**config.mk**
```make
export PLATFORM = sky130hd
export DESIGN_NAME = decode_stage
export DESIGN_NICKNAME = d
export VERILOG_FILES = /design/src/rtl/core_dec_pkg.sv /design/src/rtl/decode_logic.sv /design/src/rtl/decode_stage.sv
export SDC_FILE = /design/constraint.sdc
export NUM_CORES = 1
export LEC_CHECK = 0
export ABC_AREA = 1
export BUFFER_PORTS_ARGS = -buffer_cell sky130_fd_sc_hd__buf_2
export CORE_UTILIZATION = 50
export DETAILED_ROUTE_END_ITERATION = 6
export MAX_ROUTING_LAYER = met4
export PLACE_DENSITY = 0.83
export SETUP_SLACK_MARGIN = 0.05
export SLEW_MARGIN = 15
export SYNTH_ARGS = -nofsm -noshare
export SYNTH_HDL_FRONTEND = slang
export SYNTH_SLANG_ARGS = --single-unit
```
**constraint.sdc**
```tcl
create_clock -name clk -period 2.04 [get_ports clk]
set_input_delay 0.204 -clock clk [delete_from_list [all_inputs] [get_ports clk]]
set_output_delay 0.204 -clock clk [all_outputs]
set_load 0.05 [all_outputs]
```
**src/rtl/core_dec_pkg.sv**
```systemverilog
// rtl/core_dec_pkg.sv - shared types and encodings for the decode stage
package core_dec_pkg;

  localparam logic [6:0] OP       = 7'b0110011;
  localparam logic [6:0] OP_IMM   = 7'b0010011;
  localparam logic [6:0] LOAD     = 7'b0000011;
  localparam logic [6:0] STORE    = 7'b0100011;
  localparam logic [6:0] BRANCH   = 7'b1100011;
  localparam logic [6:0] LUI      = 7'b0110111;
  localparam logic [6:0] AUIPC    = 7'b0010111;
  localparam logic [6:0] JAL      = 7'b1101111;
  localparam logic [6:0] JALR     = 7'b1100111;
  localparam logic [6:0] SYSTEM   = 7'b1110011;
  localparam logic [6:0] MISC_MEM = 7'b0001111;

  localparam logic [6:0] F7_BASE   = 7'b0000000;
  localparam logic [6:0] F7_ALT    = 7'b0100000;
  localparam logic [6:0] F7_MULDIV = 7'b0000001;

  // instr[31:7] patterns for SYSTEM with func3 = 000
  localparam logic [24:0] SYS_ECALL  = 25'h0000000;
  localparam logic [24:0] SYS_EBREAK = 25'h0002000;
  localparam logic [24:0] SYS_MRET   = 25'h0604000;

  // alu_op = {func7[5], func3}, so ADD is all zeros
  localparam logic [3:0] ALU_ADD = 4'b0000;
  localparam logic [3:0] ALU_SLL = 4'b0001;
  localparam logic [3:0] ALU_SRL = 4'b0101;
  localparam logic [3:0] ALU_SRA = 4'b1101;

  typedef enum logic [2:0] {
    MD_MUL, MD_MULH, MD_MULHSU, MD_MULHU, MD_DIV, MD_DIVU, MD_REM, MD_REMU
  } muldiv_op_e;

  typedef struct packed {
    logic        reg_write;
    logic [4:0]  rd;
    logic [4:0]  rs1;
    logic [4:0]  rs2;
    logic        rs1_read;
    logic        rs2_read;
    logic        branch;
    logic [2:0]  branch_op;
    logic        jal;
    logic        jalr;
    logic        alu_op1_sel_zero;
    logic        alu_op1_sel_pc;
    logic        alu_op2_sel_4;
    logic        alu_op2_sel_imm;
    logic [3:0]  alu_op;
    logic [31:0] imm;
    logic        csr_read;
    logic        csr_write;
    logic [2:0]  csr_op;
    logic [11:0] csr_addr;
    logic        mem_read;
    logic        mem_write;
    logic [2:0]  mem_op;
    logic        muldiv;
    muldiv_op_e  muldiv_op;
    logic        mret;
    logic        ecall;
    logic        ebreak;
    logic        fence;
    logic        ill_instr;
  } dec_info_t;

endpackage

```
**src/rtl/decode_logic.sv**
```systemverilog
// rtl/decode_logic.sv - combinational RV32I/Zicsr/M instruction decoder
module decode_logic
  import core_dec_pkg::*;
#(
  parameter bit SUPPORT_M   = 1'b1,
  parameter bit SUPPORT_CSR = 1'b1
) (
  input  logic [31:0] instr,
  output dec_info_t   dec
);

  logic [6:0]  opcode;
  logic [6:0]  func7;
  logic [2:0]  func3;
  logic [31:0] imm_i, imm_s, imm_b, imm_u, imm_j;
  logic        ill;

  assign opcode = instr[6:0];
  assign func7  = instr[31:25];
  assign func3  = instr[14:12];

  assign imm_i = {{20{instr[31]}}, instr[31:20]};
  assign imm_s = {{20{instr[31]}}, instr[31:25], instr[11:7]};
  assign imm_b = {{19{instr[31]}}, instr[31], instr[7], instr[30:25], instr[11:8], 1'b0};
  assign imm_u = {instr[31:12], 12'b0};
  assign imm_j = {{11{instr[31]}}, instr[31], instr[19:12], instr[20], instr[30:21], 1'b0};

  always_comb begin
    dec          = '0;
    ill          = 1'b0;
    dec.rd       = instr[11:7];
    dec.rs1      = instr[19:15];
    dec.rs2      = instr[24:20];
    dec.csr_addr = instr[31:20];
    case (opcode)
      LUI: begin
        dec.reg_write        = 1'b1;
        dec.alu_op1_sel_zero = 1'b1;
        dec.alu_op2_sel_imm  = 1'b1;
        dec.imm              = imm_u;
      end
      AUIPC: begin
        dec.reg_write       = 1'b1;
        dec.alu_op1_sel_pc  = 1'b1;
        dec.alu_op2_sel_imm = 1'b1;
        dec.imm             = imm_u;
      end
      JAL: begin
        dec.jal            = 1'b1;
        dec.reg_write      = 1'b1;
        dec.alu_op1_sel_pc = 1'b1;
        dec.alu_op2_sel_4  = 1'b1;
        dec.imm            = imm_j;
      end
      JALR: begin
        dec.jalr           = 1'b1;
        dec.reg_write      = 1'b1;
        dec.rs1_read       = 1'b1;
        dec.alu_op1_sel_pc = 1'b1;
        dec.alu_op2_sel_4  = 1'b1;
        dec.imm            = imm_i;
        ill                = (func3 != 3'b000);
      end
      BRANCH: begin
        dec.branch    = 1'b1;
        dec.branch_op = func3;
        dec.rs1_read  = 1'b1;
        dec.rs2_read  = 1'b1;
        dec.imm       = imm_b;
        ill           = (func3[2:1] == 2'b01);
      end
      LOAD: begin
        dec.mem_read        = 1'b1;
        dec.mem_op          = func3;
        dec.reg_write       = 1'b1;
        dec.rs1_read        = 1'b1;
        dec.alu_op2_sel_imm = 1'b1;
        dec.imm             = imm_i;
        ill                 = (func3 == 3'b011) || (func3[2:1] == 2'b11);
      end
      STORE: begin
        dec.mem_write       = 1'b1;
        dec.mem_op          = func3;
        dec.rs1_read        = 1'b1;
        dec.rs2_read        = 1'b1;
        dec.alu_op2_sel_imm = 1'b1;
        dec.imm             = imm_s;
        ill                 = func3[2] || (func3[1:0] == 2'b11);
      end
      OP_IMM: begin
        dec.reg_write       = 1'b1;
        dec.rs1_read        = 1'b1;
        dec.alu_op2_sel_imm = 1'b1;
        dec.imm             = imm_i;
        if (func3 == 3'b001) begin
          if (func7 == F7_BASE) dec.alu_op = ALU_SLL;
          else                  ill = 1'b1;
        end else if (func3 == 3'b101) begin
          if (func7 == F7_BASE)     dec.alu_op = ALU_SRL;
          else if (func7 == F7_ALT) dec.alu_op = ALU_SRA;
          else                      ill = 1'b1;
        end else begin
          dec.alu_op = {1'b0, func3};
        end
      end
      OP: begin
        dec.reg_write = 1'b1;
        dec.rs1_read  = 1'b1;
        dec.rs2_read  = 1'b1;
        if (func7 == F7_BASE) begin
          dec.alu_op = {1'b0, func3};
        end else if (func7 == F7_ALT && (func3 == 3'b000 || func3 == 3'b101)) begin
          dec.alu_op = {1'b1, func3};
        end else if (func7 == F7_MULDIV && SUPPORT_M) begin
          dec.muldiv    = 1'b1;
          dec.muldiv_op = muldiv_op_e'(func3);
        end else begin
          ill = 1'b1;
        end
      end
      MISC_MEM: dec.fence = 1'b1;
      SYSTEM: begin
        if (func3 == 3'b000) begin
          if (instr[31:7] == SYS_ECALL)       dec.ecall  = 1'b1;
          else if (instr[31:7] == SYS_EBREAK) dec.ebreak = 1'b1;
          else if (instr[31:7] == SYS_MRET)   dec.mret   = 1'b1;
          else                                ill = 1'b1;
        end else if (func3 == 3'b100 || !SUPPORT_CSR) begin
          ill = 1'b1;
        end else begin
          // CSRRW with rd=x0 skips the read; set/clear with a zero source skips the write
          dec.csr_op    = func3;
          dec.csr_read  = !(func3[1:0] == 2'b01 && instr[11:7] == 5'd0);
          dec.csr_write = (func3[1:0] == 2'b01) || (instr[19:15] != 5'd0);
          dec.reg_write = 1'b1;
          dec.rs1_read  = !func3[2];
          if (func3[2]) dec.imm = {27'b0, instr[19:15]};
        end
      end
      default: ill = 1'b1;
    endcase
    if (ill) begin
      dec.reg_write = 1'b0;
      dec.mem_read  = 1'b0;
      dec.mem_write = 1'b0;
      dec.csr_write = 1'b0;
      dec.muldiv    = 1'b0;
    end
    dec.ill_instr = ill;
  end

endmodule

```
**src/rtl/decode_stage.sv**
```systemverilog
// rtl/decode_stage.sv - registered decode stage with a 2-entry skid buffer
module decode_stage
  import core_dec_pkg::*;
#(
  parameter int unsigned XLEN        = 32,
  parameter bit          SUPPORT_M   = 1'b1,
  parameter bit          SUPPORT_CSR = 1'b1
) (
  input  logic            clk,
  input  logic            rst,
  input  logic            in_valid,
  output logic            in_ready,
  input  logic [31:0]     in_instr,
  input  logic [XLEN-1:0] in_pc,
  input  logic            flush,
  output logic            out_valid,
  input  logic            out_ready,
  output logic [XLEN-1:0] out_pc,
  output dec_info_t       out_dec
);

  dec_info_t       in_dec;
  dec_info_t       s_dec;
  logic [XLEN-1:0] s_pc;
  logic            m_valid, s_valid, s_valid_n, ready_q;
  logic            accept, drain;

  decode_logic #(
    .SUPPORT_M  (SUPPORT_M),
    .SUPPORT_CSR(SUPPORT_CSR)
  ) u_decode_logic (
    .instr(in_instr),
    .dec  (in_dec)
  );

  assign accept    = in_valid & ready_q;
  assign drain     = m_valid & out_ready;
  assign out_valid = m_valid;
  assign in_ready  = ready_q;

  // S only ever holds data while M is full, so M empty implies S empty
  always_comb begin
    s_valid_n = s_valid;
    if (flush)                  s_valid_n = 1'b0;
    else if (!m_valid || drain) s_valid_n = s_valid & accept;
    else if (accept)            s_valid_n = 1'b1;
  end

  always_ff @(posedge clk) begin
    if (rst) begin
      m_valid <= 1'b0;
      s_valid <= 1'b0;
      ready_q <= 1'b0;
      out_pc  <= '0;
      out_dec <= '0;
      s_pc    <= '0;
      s_dec   <= '0;
    end else begin
      s_valid <= s_valid_n;
      ready_q <= ~s_valid_n;
      if (flush) begin
        m_valid <= 1'b0;
      end else if (!m_valid || drain) begin
        if (s_valid) begin
          m_valid <= 1'b1;
          out_pc  <= s_pc;
          out_dec <= s_dec;
          if (accept) begin
            s_pc  <= in_pc;
            s_dec <= in_dec;
          end
        end else begin
          m_valid <= accept;
          if (accept) begin
            out_pc  <= in_pc;
            out_dec <= in_dec;
          end
        end
      end else if (accept) begin
        s_pc  <= in_pc;
        s_dec <= in_dec;
      end
    end
  end

endmodule

```
# Yosys cells after proc, flatten, opt, wreduce, memory -nomap -nowiden
# Cells that the tools add are included.
# W data, S select, Z words.
[word_totals]
elab_cells = 199
inputBits = 69
ff_bits = 257
[classes]
muxes = 75
reduce_logical = 30
bitwise = 5
eq_ne = 24
[ops]
columns = ["cell", "count"]
rows = [
  ["$mux W95", 5],
  ["$pmux W32 S6", 1],
  ["$mux W32", 5],
  ["$mux W4", 11],
  ["$mux W1", 41],
  ["$mux W37", 1],
  ["$eq A7 B6 Y1 const B", 4],
  ["$eq A7 B7 Y1 const B", 4],
  ["$eq A25 B14 Y1 const B", 1],
  ["$eq A25 B23 Y1 const B", 1],
  ["$logic_not A25 Y1", 1],
  ["$eq A7 B5 Y1 const B", 2],
  ["$mux W10", 1],
  ["$mux W5", 2],
  ["$mux W3", 3],
  ["$reduce_or A3 Y1", 3],
  ["$pmux W1 S8", 1],
  ["$pmux W4 S2", 1],
  ["$reduce_or A2 Y1", 4],
  ["$eq A7 B1 Y1 const B", 1],
  ["$eq A7 B2 Y1 const B", 1],
  ["$eq A7 B4 Y1 const B", 1],
  ["$logic_not A7 Y1", 1],
  ["$reduce_or A7 Y1", 1],
  ["other kinds (23)", 37],
]

# Logic depth before layout (Yosys ltp)
[depth]
depth_word = 10
ltp_mapped = 14
mapped_depth_nobuf = 13

# Modules after synthesis
# A second synthesis with hierarchy kept.
[unflattened]
hier_cells = 2193
area_unflattened_um2 = 13249.0
[modules_own_cells]
columns = ["module", "area_per_inst_um2", "cells_each", "instances"]
rows = [
  ["decode_stage", 11903.9, 1925, 1],
  ["decode_logic", 1345.0, 268, 1],
]

# Worst setup path after synthesis
# No wires, ideal clock.
[synth_timing]
path_kind = "reg2reg"
start = "register m_valid, in the netlist out_valid"
end = "register s_dec[57] (netlist name)"
arrival_time_ns = 1.840
path_stages_with_launch = 12
setup_time_ns = 0.114
setup_slack_ns = 0.086
n_path_buf = 2
required_ns = 1.926
cell_sequence = "dfxtp_1 > inv_1 > nor2_4 > inv_2 > nand2_1 > nand2_1 > nor2_4 > inv_2 > buf_2 > clkbuf_1 > o21bai_1 > inv_1"
[synth_via]
elab_chain_len = 4
[synth_lines]
columns = ["element", "line", "text"]
rows = [
  ["from (decl)", "decode_stage.sv:25", "logic m_valid, s_valid, s_valid_n, ready_q;"],
  ["from (signal assigned)", "decode_stage.sv:73", "m_valid <= accept;"],
  ["$and A1 B1 Y1 / $logic_not A1 Y1 (equally long branches)", "decode_stage.sv:37, decode_stage.sv:63", ""],
  ["$logic_or A1 B1 Y1 (*)", "decode_stage.sv:63", "end else if (!m_valid || drain) begin"],
  ["$ne A2 B2 Y1 (no source line)", "-", ""],
  ["$reduce_and A2 Y1 (no source line)", "-", ""],
  ["to (signal assigned)", "decode_stage.sv:70", "s_dec <= in_dec;"],
  ["to (signal assigned)", "decode_stage.sv:81", "s_dec <= in_dec;"],
  ["to (decl)", "decode_stage.sv:23", "dec_info_t s_dec;"],
]
# Every way passes the cells marked *; elsewhere a longest branch is shown, timed or not.
# A chain may end at the register's enable or synchronous reset.

# Final worst setup path
[layout_timing]
start = "register ready_q, in the netlist in_ready"
end = "register out_pc[24]"
[layout_via]
elab_chain_len = 3
[layout_lines]
columns = ["element", "line", "text"]
rows = [
  ["from (decl)", "decode_stage.sv:25", ""],
  ["from (signal assigned)", "decode_stage.sv:60", "ready_q <= ~s_valid_n;"],
  ["$and A1 B1 Y1", "decode_stage.sv:36", "assign accept = in_valid & ready_q;"],
  ["$reduce_bool A2 Y1 (no source line)", "-", ""],
  ["$reduce_and A3 Y1 (no source line)", "-", ""],
  ["to (signal assigned)", "decode_stage.sv:66", "out_pc <= s_pc;"],
  ["to (signal assigned)", "decode_stage.sv:75", "out_pc <= in_pc;"],
  ["to (decl)", "decode_stage.sv:18", "output logic [XLEN-1:0] out_pc,"],
]
# No other way between the ends.

==> impl_metrics.yaml <==
synth:
  synth_top_area_frac: 0.465
  synth.avg_cell_area_um2: 7.30
  synth_edf_count: 0
  postSynthCellCount: 1456
  yosysUniqueCellTypes: 34
  yosysTopAreaCell: "dfxtp_1"
  synth_area_leaders: "dfxtp_1 47%, o21ai_0 11%, nand2_1 8.6%"
  ys.flop_type: "dfxtp_1"
  ys_seq_area_frac: 0.465
  ys_seq_elements: 247
  synth_fp_nets: 1525
  yosys-top-cells-count: "247 x dfxtp_1, 243 x nand2_1, 243 x o21ai_0"
  async_reset_ff_frac: 0
  yosysWarningCount: 0
  yosysMostFrequentCell: "dfxtp_1"
  syn_area_mm2: 0.0106
drt:
  ant_nets: 0
  wl_per_cell_um: 17.1
  drc_errors: 0
  vias: 11000
  drt_iter0_drc: 915
  routed_wl_um: 33100
  vias_per_cell: 5.68
  dr.pass1.iters: 7
layout:
  final-seq-area_mm2: 0.00495
  syn_to_final_growth_pct: 24.3
  multiInputGateArea_mm2: 0.00485
  drive_above_1_share: 0.198
  n_antenna_cell: 0
  nFillCells: 1758
  finalNetCount: 1713
clock_network:
  cts_tree: "built"
  insertion_delay_ps: 530
  clkTransAtPathRegs_ps: 60
  htree_num_levels: 1
  root_buffer: "clkbuf_16"
  cts_sinks: 247
  post-cts-setup-buffers: 0
  clk_path_buf_depth: 3
  cts_made_buffers: 26
timing:
  relSlewSlack: 0.559
  drv_slew: 0
  setup_tns_ps: 0
  max_clock_freq_mhz: 540
  rsz0062_at_grt: "yes"
  finClkSkew_ps: 10.6
  finalSetupViolCount: 0
  fin_crit_ps: 1850
  tightest_slew_ps: 661
  setup_slack_ps: 189
  finalCritPeriodShare: 0.907
  final-hold-violation-count: 0
pwr:
  leakage_nw: 6.13
  vdd_drop_max_v: 0.000752
  finalPower_mw: 11.1
  pwr_density_cell_mw_per_mm2: 841
setup_path:
  r2r-end: "out_pc[24]$_SDFFE_PP0P_"
  max_stage_delay_ps: 320
  crit_path_start: "in_ready$_SDFF_PP0_"
  critPathRequiredTime_ps: 2490
  crit_fanout: 53
  critPathBufInv: 3
  cp.depth: 8
  crit_chain: "nand2_1 -> nand2_1 -> inv_1 -> nor3_4 -> buf_12 -> buf_12 -> o21ai_0 -> a31oi_1"
  crit_type: "reg -> reg"
  cp.arrival_ps: 2300
  setup.worst_path.start_class: "flip-flop"
  r2r_slack_ps: 190
  end_kind: "flip-flop"
  worst_path_max_delay_cell: "dfxtp_1"
  cpLargestDelayFamily: "buffers and inverters"
  reg2reg_depth: 8
  r2r_start: "in_ready$_SDFF_PP0_"
  crit_path_end: "out_pc[24]$_SDFFE_PP0P_"
global_route:
  grt_use_total: 0.306
  antenna_found_initial: 0
  grt_max_degree: 128
  overflow: 0
  grt_pass1_wl_um: 52900
  grt_pass1_vias: 10200
run:
  drv_cap: 0
run_status:
  status: "finished clean"
floorplan:
  start_util: 0.517
  io_pins: 198
  die_h_um: 148
  die_area_mm2: 0.0218
  core_mm2: 0.0206
  rows: 52
  die_width_um: 148
place:
  gp_congestion: 0.910
  place_hpwl_um: 20600
  io_buffers: 197
  place_ws_ps: 161
min_path:
  hold_path.class: "in -> reg"
==> layer usage <==
layer,global-route usage,part of all wire,wire length (um),vias to the layer above
met2,0.484,0.47,15500,525
met3,0.0426,0.080,2640,89
met1,0.395,0.42,13800,5143
li1,-,-,-,5226
met5,-,0,0,-
met4,0.121,0.036,1180,0
==> cells in the final DEF, fill, tap and decap left out, drive strengths merged, types with 2 or more instances in the layout <==
| cell | instances |
|---|---|
| clkbuf | 36 |
| bufinv | 2 |
| dfxtp | 247 |
| nand2 | 251 |
| dlygate4sd3 | 47 |
| a22oi | 2 |
| nor2 | 178 |
| nand4 | 6 |
| buf | 225 |
| o21bai | 33 |
| nor3 | 4 |
| a21oi | 165 |
| o21ai | 255 |
| inv | 102 |
| a211oi | 3 |
| nand3 | 30 |
| a31oi | 57 |
| clkinv | 9 |
| o211ai | 7 |
==> final cells by class <==
cell class              count  share of cell area
clock buffers              36              0.0574
flip-flops and latches    247               0.375
clock inverters            11             0.00909
well taps                 270              0.0256
inverters                 102              0.0296
repair buffers            272               0.137
multi-input cells         995               0.367
==> power by group <==
part,internal (mW),switching (mW),leakage [nW]
logic,0.355,0.930,3.69
clock network,2.85,1.96,0.441
registers,4.95,0.0715,2.00
==> how the worst min path moves through the flow <==
stage / from / endpoint / slack, ps / cells past startpoint
global placement: s_dec[27]$_SDFFE_PP0P_ / s_dec[27]$_SDFFE_PP0P_ / 430 / 2
finish: in_instr[29] / out_dec[40]$_SDFFE_PP0P_ / 30 / 3
CTS: in_instr[29] / out_dec[40]$_SDFFE_PP0P_ / 20 / 3
detailed placement: s_dec[27]$_SDFFE_PP0P_ / s_dec[27]$_SDFFE_PP0P_ / 440 / 2
global route: in_instr[20] / s_dec[14]$_SDFFE_PP0P_ / 50 / 3
floorplan: flush / out_valid$_SDFFE_PP0N_ / 280 / 1
==> sequential cells by signal, summed over array words and instances, names as in the netlist <==
register / cells
out_dec: 90
s_valid: 1
out_pc: 32
in_ready: 1
out_valid: 1
s_dec: 90
s_pc: 32
==> worst min-delay path: stages <==
cell and delay [ps]:
buf_2 160, nand3_1 90, a21oi_1 60
==> cell families (layout without fill, tap and decap cells) <==
logic type / Yosys count / in the layout / synth area share
AND/OR/NAND/NOR: 471 / 471 / 0.186
flip-flops: 247 / 247 / 0.465
AO/OA/AOI/OAI: 524 / 524 / 0.269
buffers and inverters: 214 / 421 / 0.0798
==> timing repair <==
action                                 4_1_cts  5_1_grt
endpoints found under the hold margin       84        0
setup endpoints to repair                    0       13
gates resized for setup                      0        7
hold buffers                                47        0
==> stage by stage <==
stage | hold slack, ps | instances | instance area (um^2) | util
after floorplan | 282 | 1456 | 10600 | -
after global placement | 434 | 1839 | 11800 | 0.576
after detailed placement | 437 | 1839 | 11800 | 0.576
after CTS | 22.6 | 1933 | 13200 | 0.642
after global routing | 50.2 | 1933 | 13200 | 0.642
final | 32.4 | 1933 | 13200 | 0.642
Power figures use the tool's default switching activity.
